==> src/rtl/mux_arb_pkg.sv <==
// Shared types and constants for the round-robin mux arbiter.
// The requester count is fixed by the 8-to-1 data mux it controls.
package mux_arb_pkg;

    localparam int NUM_REQ = 8;
    localparam int SEL_W   = 3;

    typedef enum logic {
        IDLE  = 1'b0,
        GRANT = 1'b1
    } state_t;

    function automatic logic [NUM_REQ-1:0] onehot(input logic [SEL_W-1:0] idx);
        logic [NUM_REQ-1:0] v;
        v      = '0;
        v[idx] = 1'b1;
        return v;
    endfunction

endpackage

==> src/rtl/mux_arbiter_rr_pick.sv <==
// Combinational round-robin picker.
// Rotates the eligible requests so that ptr lands at bit 0, finds the lowest set bit, then rotates the index back.
module rr_pick
    import mux_arb_pkg::*;
(
    input  logic [NUM_REQ-1:0] i_req,
    input  logic [SEL_W-1:0]   i_ptr,
    input  logic [NUM_REQ-1:0] i_mask,
    output logic [SEL_W-1:0]   o_idx,
    output logic               o_found
);

    logic [NUM_REQ-1:0]   w_eligible;
    logic [2*NUM_REQ-1:0] w_dbl;
    logic [NUM_REQ-1:0]   w_rot;
    logic [SEL_W-1:0]     w_pos;

    assign w_eligible = i_req & ~i_mask;
    assign w_dbl      = {w_eligible, w_eligible} >> i_ptr;
    assign w_rot      = w_dbl[NUM_REQ-1:0];

    always_comb begin
        w_pos = '0;
        for (int i = NUM_REQ - 1; i >= 0; i--) begin
            if (w_rot[i]) begin
                w_pos = SEL_W'(i);
            end
        end
    end

    // NUM_REQ is a power of two, so the add wraps modulo NUM_REQ for free.
    assign o_idx   = w_pos + i_ptr;
    assign o_found = |w_eligible;

endmodule

==> src/rtl/mux_arbiter.sv <==
// Round-robin arbiter owning the select of the shared 8-to-1 data mux.
// It holds the grant across multi-beat bursts and bounds each burst to MAX_BURST beats.
//
// state | meaning
// IDLE  | no holder; grant=0, sel held at its last value
// GRANT | requester sel owns the mux; beats counted on valid && ready
module mux_arbiter
    import mux_arb_pkg::*;
#(
    parameter int MAX_BURST = 4
) (
    input  logic               i_clk,
    input  logic               i_reset,
    input  logic [NUM_REQ-1:0] i_req,
    input  logic [NUM_REQ-1:0] i_last,
    input  logic               i_ready,
    output logic [SEL_W-1:0]   o_sel,
    output logic [NUM_REQ-1:0] o_grant,
    output logic               o_valid
);

    localparam int CNT_W = 4;

    state_t             r_state;
    logic [SEL_W-1:0]   r_sel;
    logic [NUM_REQ-1:0] r_grant;
    logic [SEL_W-1:0]   r_ptr;
    logic [CNT_W-1:0]   r_beat_cnt;

    logic               w_granted;
    logic               w_valid;
    logic               w_beat;
    logic               w_limit;
    logic               w_release;
    logic [SEL_W-1:0]   w_pick_ptr;
    logic [NUM_REQ-1:0] w_pick_mask;
    logic [SEL_W-1:0]   w_idx;
    logic               w_found;

    assign w_granted = (r_state == GRANT);
    assign w_valid   = w_granted & i_req[r_sel];
    assign w_beat    = w_valid & i_ready;
    assign w_limit   = (r_beat_cnt == CNT_W'(MAX_BURST - 1));
    assign w_release = w_granted & (~i_req[r_sel] | (w_beat & (i_last[r_sel] | w_limit)));

    // One picker serves both paths: in GRANT it only matters on release,
    // where the search starts just past the holder and skips the holder.
    assign w_pick_ptr  = w_granted ? r_sel + SEL_W'(1) : r_ptr;
    assign w_pick_mask = w_granted ? onehot(r_sel) : '0;

    rr_pick u_rr_pick (
        .i_req   (i_req),
        .i_ptr   (w_pick_ptr),
        .i_mask  (w_pick_mask),
        .o_idx   (w_idx),
        .o_found (w_found)
    );

    always_ff @(posedge i_clk or posedge i_reset) begin
        if (i_reset) begin
            r_state    <= IDLE;
            r_sel      <= '0;
            r_grant    <= '0;
            r_ptr      <= '0;
            r_beat_cnt <= '0;
        end else begin
            case (r_state)
                IDLE: begin
                    if (w_found) begin
                        r_state    <= GRANT;
                        r_sel      <= w_idx;
                        r_grant    <= onehot(w_idx);
                        r_beat_cnt <= '0;
                    end
                end
                GRANT: begin
                    if (w_release) begin
                        r_ptr <= r_sel + SEL_W'(1);
                        if (w_found) begin
                            r_sel      <= w_idx;
                            r_grant    <= onehot(w_idx);
                            r_beat_cnt <= '0;
                        end else begin
                            r_state <= IDLE;
                            r_grant <= '0;
                        end
                    end else if (w_beat) begin
                        r_beat_cnt <= r_beat_cnt + CNT_W'(1);
                    end
                end
                default: begin
                    r_state <= IDLE;
                    r_grant <= '0;
                end
            endcase
        end
    end

    assign o_sel   = r_sel;
    assign o_grant = r_grant;
    assign o_valid = w_valid;

endmodule

==> config.mk <==
export PLATFORM = sky130hd
export DESIGN_NAME = mux_arbiter
export DESIGN_NICKNAME = d
export VERILOG_FILES = /design/src/rtl/mux_arb_pkg.sv /design/src/rtl/mux_arbiter_rr_pick.sv /design/src/rtl/mux_arbiter.sv
export SDC_FILE = /design/constraint.sdc
export NUM_CORES = 1
export LEC_CHECK = 0
export BUFFER_PORTS_ARGS = -buffer_cell sky130_fd_sc_hd__buf_2
export CORE_ASPECT_RATIO = 2
export CORE_MARGIN = 5
export CORE_UTILIZATION = 61
export DETAILED_ROUTE_END_ITERATION = 6
export PLACE_DENSITY = 0.85
export SYNTH_ARGS = -nofsm -noshare
export SYNTH_HDL_FRONTEND = slang
export SYNTH_SLANG_ARGS = --single-unit
==> constraint.sdc <==
create_clock -name i_clk -period 7.5 [get_ports i_clk]
set_input_delay 0.75 -clock i_clk [delete_from_list [all_inputs] [get_ports i_clk]]
set_output_delay 0.75 -clock i_clk [all_outputs]
set_load 0.05 [all_outputs]
Word-level counts from Yosys, hierarchy flattened
Index checks and enable logic that the tools add are counted.
Storage, ports and cells
  bits of input ports: 19
  output and inout bits: 12
  register bits after elaboration: 19
  logic and storage cells: 64
Cells by class
  bitwise operators: 10
  multiplexer cells: 32
  eq/ne operators: 4
  reductions and logical operators: 5
  add/sub/neg operators: 3
  magnitude comparators: 4
  shift-type cells: 1
Operators with widths (number)
  3-bit two-way mux: 11
  8-bit two-way mux: 4
  8-bit one-hot mux with 2 select lines: 1
  16-bit by 3-bit >> shifter with 8-bit output: 1
  4-bit two-way mux: 3
  8-bit AND: 1
  3-bit by 4-bit < comparator with 1-bit output, second input constant: 2
  8-bit inverter: 1
  4-bit one-hot mux with 2 select lines: 1
  8-bit OR reduction: 1
  1-bit binary-select mux with 3-bit select: 2
  1-bit demux with 3-bit select: 2
  3-bit by 1-bit >= comparator with 1-bit output, second input constant: 2
  1-bit two-way mux: 6
  3-bit one-hot mux with 2 select lines: 1
  4-bit by 1-bit adder with 4-bit output, second input constant: 1
  1-bit AND: 4
  4-bit by 2-bit equality test with 1-bit output, second input constant: 1
  2-bit by 1-bit inequality test with 1-bit output, second input constant: 2
  2-bit AND reduction: 2
  3-bit by 1-bit adder with 3-bit output, second input constant: 1
  3-bit adder: 1
  3-bit by 1-bit inequality test with 1-bit output, second input constant: 1
  1-bit logical AND: 2
  other kinds (3): 5

Longest topological paths before layout
  depth in word-level cells: 24
  gate-level depth with buffers: 16
  gate-level depth less buffers: 14

Modules after synthesis
Synthesis repeated with hierarchy kept, for this count alone.
Unflattened totals
  cells, all modules: 182
  area, all modules: 1911.8 µm²
By module, submodules not included
  mux_arbiter: cells each 117, seq. area each 475.5 µm², area an instance 1222.4 µm², instances 1
  rr_pick: cells each 65, seq. area each 0.0 µm², area an instance 689.4 µm², instances 1

Worst setup path after synthesis
No wires, ideal clock.
  path kind: register to register
  start point: register r_sel[0], in the netlist o_sel[0]
  end point: register r_grant[2], in the netlist o_grant[2]
  setup slack: 3.510 ns
  data arrival time: 3.910 ns
  stages on the path, launching flop included: 14
  buffers on the path: 2
  setup time: 0.080 ns
  cell sequence: dfrtp_1 -> ha_1 -> mux2i_4 -> mux4_2 -> mux2i_1 -> o211a_1 -> buf_2 -> a21boi_1 -> fa_1 -> clkbuf_1 -> inv_1 -> nor4_1 -> o2111ai_1 -> o211ai_2
On the way
  word-level cells in the longest chain between the ends: 24
  elaborated cells on any way between the ends: 44
  classes of those cells: add/sub: 2; order compare: 4; eq/ne: 2; shift: 1; mux: 22; bitwise: 9; reduce/logical: 4
RTL lines
  from (decl): line mux_arbiter.sv:25  | logic [SEL_W-1:0] r_sel;
  from (signal assigned): line mux_arbiter.sv:71  | r_sel <= w_idx;
  from (signal assigned): line mux_arbiter.sv:80  | r_sel <= w_idx;
  3-bit by 4-bit < comparator with 1-bit output (implied by the code) or 3-bit by 1-bit >= comparator with 1-bit output (tied branches): line mux_arb_pkg.sv:16  | v[idx] = 1'b1;
  1-bit logical AND (implied by the code): line mux_arb_pkg.sv:16
  1-bit two-way mux (implied by the code): line mux_arb_pkg.sv:16
  1-bit demux with 3-bit select: line mux_arb_pkg.sv:16
  8-bit two-way mux: line mux_arbiter.sv:49  | assign w_pick_mask = w_granted ? onehot(r_sel) : '0;
  8-bit inverter: line mux_arbiter_rr_pick.sv:18  | assign w_eligible = i_req & ~i_mask;
  8-bit AND: line mux_arbiter_rr_pick.sv:18
  16-bit by 3-bit >> shifter with 8-bit output: line mux_arbiter_rr_pick.sv:19  | assign w_dbl = {w_eligible, w_eligible} >> i_ptr;
  (+9 left out)
  via u_rr_pick.o_idx[1]: line mux_arbiter_rr_pick.sv:9  | output logic [SEL_W-1:0] o_idx,
  3-bit by 4-bit < comparator with 1-bit output (implied by the code) or 3-bit by 1-bit >= comparator with 1-bit output (tied branches): line mux_arb_pkg.sv:16
  1-bit logical AND (implied by the code): line mux_arb_pkg.sv:16
  1-bit two-way mux (implied by the code): line mux_arb_pkg.sv:16
  1-bit demux with 3-bit select (*): line mux_arb_pkg.sv:16
  8-bit two-way mux: line mux_arbiter.sv:79  | if (w_found) begin
  8-bit two-way mux: line mux_arbiter.sv:77  | if (w_release) begin
  8-bit one-hot mux with 2 select lines (*): line mux_arbiter.sv:67  | case (r_state)
  to (signal assigned): line mux_arbiter.sv:72  | r_grant <= onehot(w_idx);
  to (signal assigned): line mux_arbiter.sv:81  | r_grant <= onehot(w_idx);
  to (decl): line mux_arbiter.sv:26  | logic [NUM_REQ-1:0] r_grant;
Mark *: on every way through the listed nets, which the timed path passes. The rest lies on a longest branch. The select of a mux whose other input is x is not followed.
A chain may end at the register's enable or synchronous reset.

Final worst setup path
  start point: register r_sel[0], in the netlist o_sel[0]
  end point: register r_grant[7], in the netlist o_grant[7]
On the way
  word-level cells in the longest chain between the ends: 24
  elaborated cells on any way between the ends: 44
  classes of those cells: add/sub: 2; order compare: 4; eq/ne: 2; shift: 1; mux: 22; bitwise: 9; reduce/logical: 4
RTL lines
  3-bit by 4-bit < comparator with 1-bit output (implied by the code) or 3-bit by 1-bit >= comparator with 1-bit output (tied branches): line mux_arb_pkg.sv:16
  1-bit logical AND (implied by the code): line mux_arb_pkg.sv:16
  1-bit two-way mux (implied by the code): line mux_arb_pkg.sv:16
  1-bit demux with 3-bit select: line mux_arb_pkg.sv:16
  8-bit two-way mux: line mux_arbiter.sv:49
  8-bit inverter: line mux_arbiter_rr_pick.sv:18
  8-bit AND: line mux_arbiter_rr_pick.sv:18
  16-bit by 3-bit >> shifter with 8-bit output: line mux_arbiter_rr_pick.sv:19
  3-bit two-way mux (8 in series): line mux_arbiter_rr_pick.sv:25  | if (w_rot[i]) begin
  3-bit adder: line mux_arbiter_rr_pick.sv:32  | assign o_idx = w_pos + i_ptr;
  3-bit by 4-bit < comparator with 1-bit output (implied by the code) or 3-bit by 1-bit >= comparator with 1-bit output (tied branches): line mux_arb_pkg.sv:16
  1-bit logical AND (implied by the code): line mux_arb_pkg.sv:16
  1-bit two-way mux (implied by the code): line mux_arb_pkg.sv:16
  1-bit demux with 3-bit select: line mux_arb_pkg.sv:16
  8-bit two-way mux: line mux_arbiter.sv:79
  8-bit two-way mux: line mux_arbiter.sv:77
  8-bit one-hot mux with 2 select lines: line mux_arbiter.sv:67
Parallel ways exist; a longest one is shown, timed or not. The select of a mux whose other input is x is not followed.

==> impl_results.md <==
* Clk sinks at 19
* Cts bufs inserted at 3
* DR WL/cell at 17.4 um
* Multi-input gate area at 0.00130 mm2
* Fillers at 245
* Top_reg_cell synth: dfrtp_1
* Drc violations at 0
* CTS Hold Buffers Added at 0
* Final worst path period need at 4460 ps
* Slew Viols, Final at 0
* Hold Path End: r_beat_cnt[3]$_DFFE_PP0P_
* Fmax at 0.224 GHz
* Post-Synthesis Cells at 209
* Crit Reg-Reg Endpoint: o_grant[7]$_DFFE_PP0P_
* Post-synthesis sequential area ratio at 0.252
* Antenna Violating Nets Remaining at 0
* FF-to-FF path depth at 11
* Register bit total from synthesis at 19
* Hold Path Class: reg -> reg
* Pre-antenna DRT Iters at 4
* Critical path data arrival time at 4590 ps
* Crit-path max FO at 18
* RSZ-0062 raised after global routing: false
* CTS tree: yes
* Global placer's final weighted congestion at 0.860
* Storage cell area at 475 um2
* Largest net degree at the start of global routing at 20
* Synth warn at 0
* Slew @ Worst Pin at 925 ps
* Initial DRC Count at 67
* Max Clock Skew at 4.80 ps
* IO Pins at 31
* Critical Path End Type: register
* Max transition margin at 0.383
* Cts repair resizes at 0
* Critical path class: reg -> reg
* Critical path data required time at 7630 ps
* Worst-Skew Late Latency at 260 ps
* Synth Net Count at 232
* Vias post-DR at 1,769
* R2R Setup Slk at 3040 ps
* Die Height at 88.7 um
* Status: finished clean
* Grt ovf at 0
* Share of layout cells above drive strength 1 at 0.251
* Final hold slack at 477 ps
* Final period utilization at 0.595
* Port buffer count at 30
* CTS H-tree lvls at 1
* Post-synth EDFFs at 0
* MaxCap Viol Count at 0
* Worst R2R Start: o_sel[0]$_DFFE_PP0P_
* Worst hold path cell count at 1
* Final setup violation count at 0
* CTS clk-pin slew, worst paths at 70 ps
* Initial Utilization at 0.634
* Vias per cell at 6.88
* Syn avg cell area at 9.03 um2
* Max clock buf depth at 2
* Die ar. at 0.00437 mm2
* Synth cell types at 46
* Detailed Route WL at 4.48 mm
* Root Buffer: clkbuf_8
* DP HPWL at 3.42 mm
* Gr usage total at 0.219
* Cell Rows at 28
* Hold violation count in the final report at 0
* Nets at 251
* Vias in the first global route at 1,697
* Core area at 0.00298 mm2
* Setup TNS at 0 ps
* Antenna violations before repair at 0
* Setup bufs post-CTS at 0
* Worst hold start: r_beat_cnt[3]$_DFFE_PP0P_
* Critical Path Source Type: register
* Antenna diode count at 0
* Area Growth Syn to Fin at 7.76%
* Ys async rst share at 1.00
* Chip Width at 49.3 um
* Post-synthesis cell area at 0.00189 mm2
* First-pass GRT wire length at 7.82 mm
[through the flow]
stage | area (um2) | setup slack, ps | std cells | utilization
after floorplan | 1890 | 3510 | 209 | -
after global placement | 1990 | 3190 | 253 | 0.668
after detailed placement | 1990 | 3070 | 253 | 0.668
after CTS | 2030 | 3070 | 257 | 0.683
after global routing | 2030 | 2680 | 257 | 0.683
final | 2030 | 3040 | 257 | 0.683
[cells in the mapped netlist, types with 6 or more instances]
cell type | instances | area share
dfrtp_1 | 19 | 0.25
nand4_1 | 6 | 0.020
inv_1 | 6 | 0.012
mux2i_1 | 7 | 0.037
nand2b_1 | 8 | 0.027
nand2_1 | 33 | 0.066
buf_2 | 9 | 0.024
o21ai_0 | 13 | 0.034
mux4_2 | 7 | 0.084
o211ai_2 | 9 | 0.060
o2111ai_1 | 9 | 0.042
o211ai_1 | 9 | 0.036
[worst max-delay path by stage]
stage                                     from                      to  slack (ps)  depth (start not counted)
after floorplan           o_sel[0]$_DFFE_PP0P_  o_grant[2]$_DFFE_PP0P_        3510                         13
after global placement    o_sel[0]$_DFFE_PP0P_  o_grant[5]$_DFFE_PP0P_        3190                         11
after detailed placement  o_sel[0]$_DFFE_PP0P_  o_grant[7]$_DFFE_PP0P_        3070                         11
after CTS                 o_sel[0]$_DFFE_PP0P_  o_grant[7]$_DFFE_PP0P_        3070                         11
after global routing      o_sel[0]$_DFFE_PP0P_  o_grant[5]$_DFFE_PP0P_        2680                         11
final                     o_sel[0]$_DFFE_PP0P_  o_grant[7]$_DFFE_PP0P_        3040                         11
[cells in the final DEF (no fill, tap or decap), types with 5 or more instances in the layout]
master     count
buf_2         30
o21ai_0       13
o211ai_1       9
nor3_1         5
nor2_1         5
o2111ai_1      9
mux4_2         7
nand4_1        6
nand3_1        5
inv_1          6
mux2i_1        7
nand2_1       33
o211ai_2       9
nand2b_1       8
dfrtp_1       19
[state kept, by name, summed over array words and instances (netlist names)]
signal and count:
o_grant 8, r_state 1, o_sel 3, r_beat_cnt 4, r_ptr 3
[layout make-up]
cell class                      instances  share of cell area
Clock buffer                            4              0.0222
Inverter                                7              0.0142
Tap cell                               30              0.0185
Multi-Input combinational cell        167               0.638
Timing Repair Buffer                   30              0.0738
Sequential cell                        19               0.234
[routing by layer]
metal,routed length (um),GRT usage
met1,1780,0.269
met3,177,0.0118
met5,0,0
met4,144,0.105
met2,2370,0.384
[cell families after synthesis]
family,share of synthesized area
adders and majority gates,0.0305
AOI/OAI and AO/OA,0.257
and+or+nand+nor,0.229
DFF,0.252
buffers and inverters,0.0610
muxes,0.156
xor gates and xnor gates,0.0139
[critical path, stage by stage (launching register included)]
cell,delay (ps)
dfrtp_1,690
ha_1,360
mux2i_4,350
mux4_2,580
mux2i_1,270
o211a_1,420
a21boi_1,160
fa_1,490
xnor2_1,650
nor3_1,100
o2111ai_1,130
o211ai_2,120
Power is not shown: default switching activity piles up to over one toggle a cycle in this logic, so the estimate is an artifact.
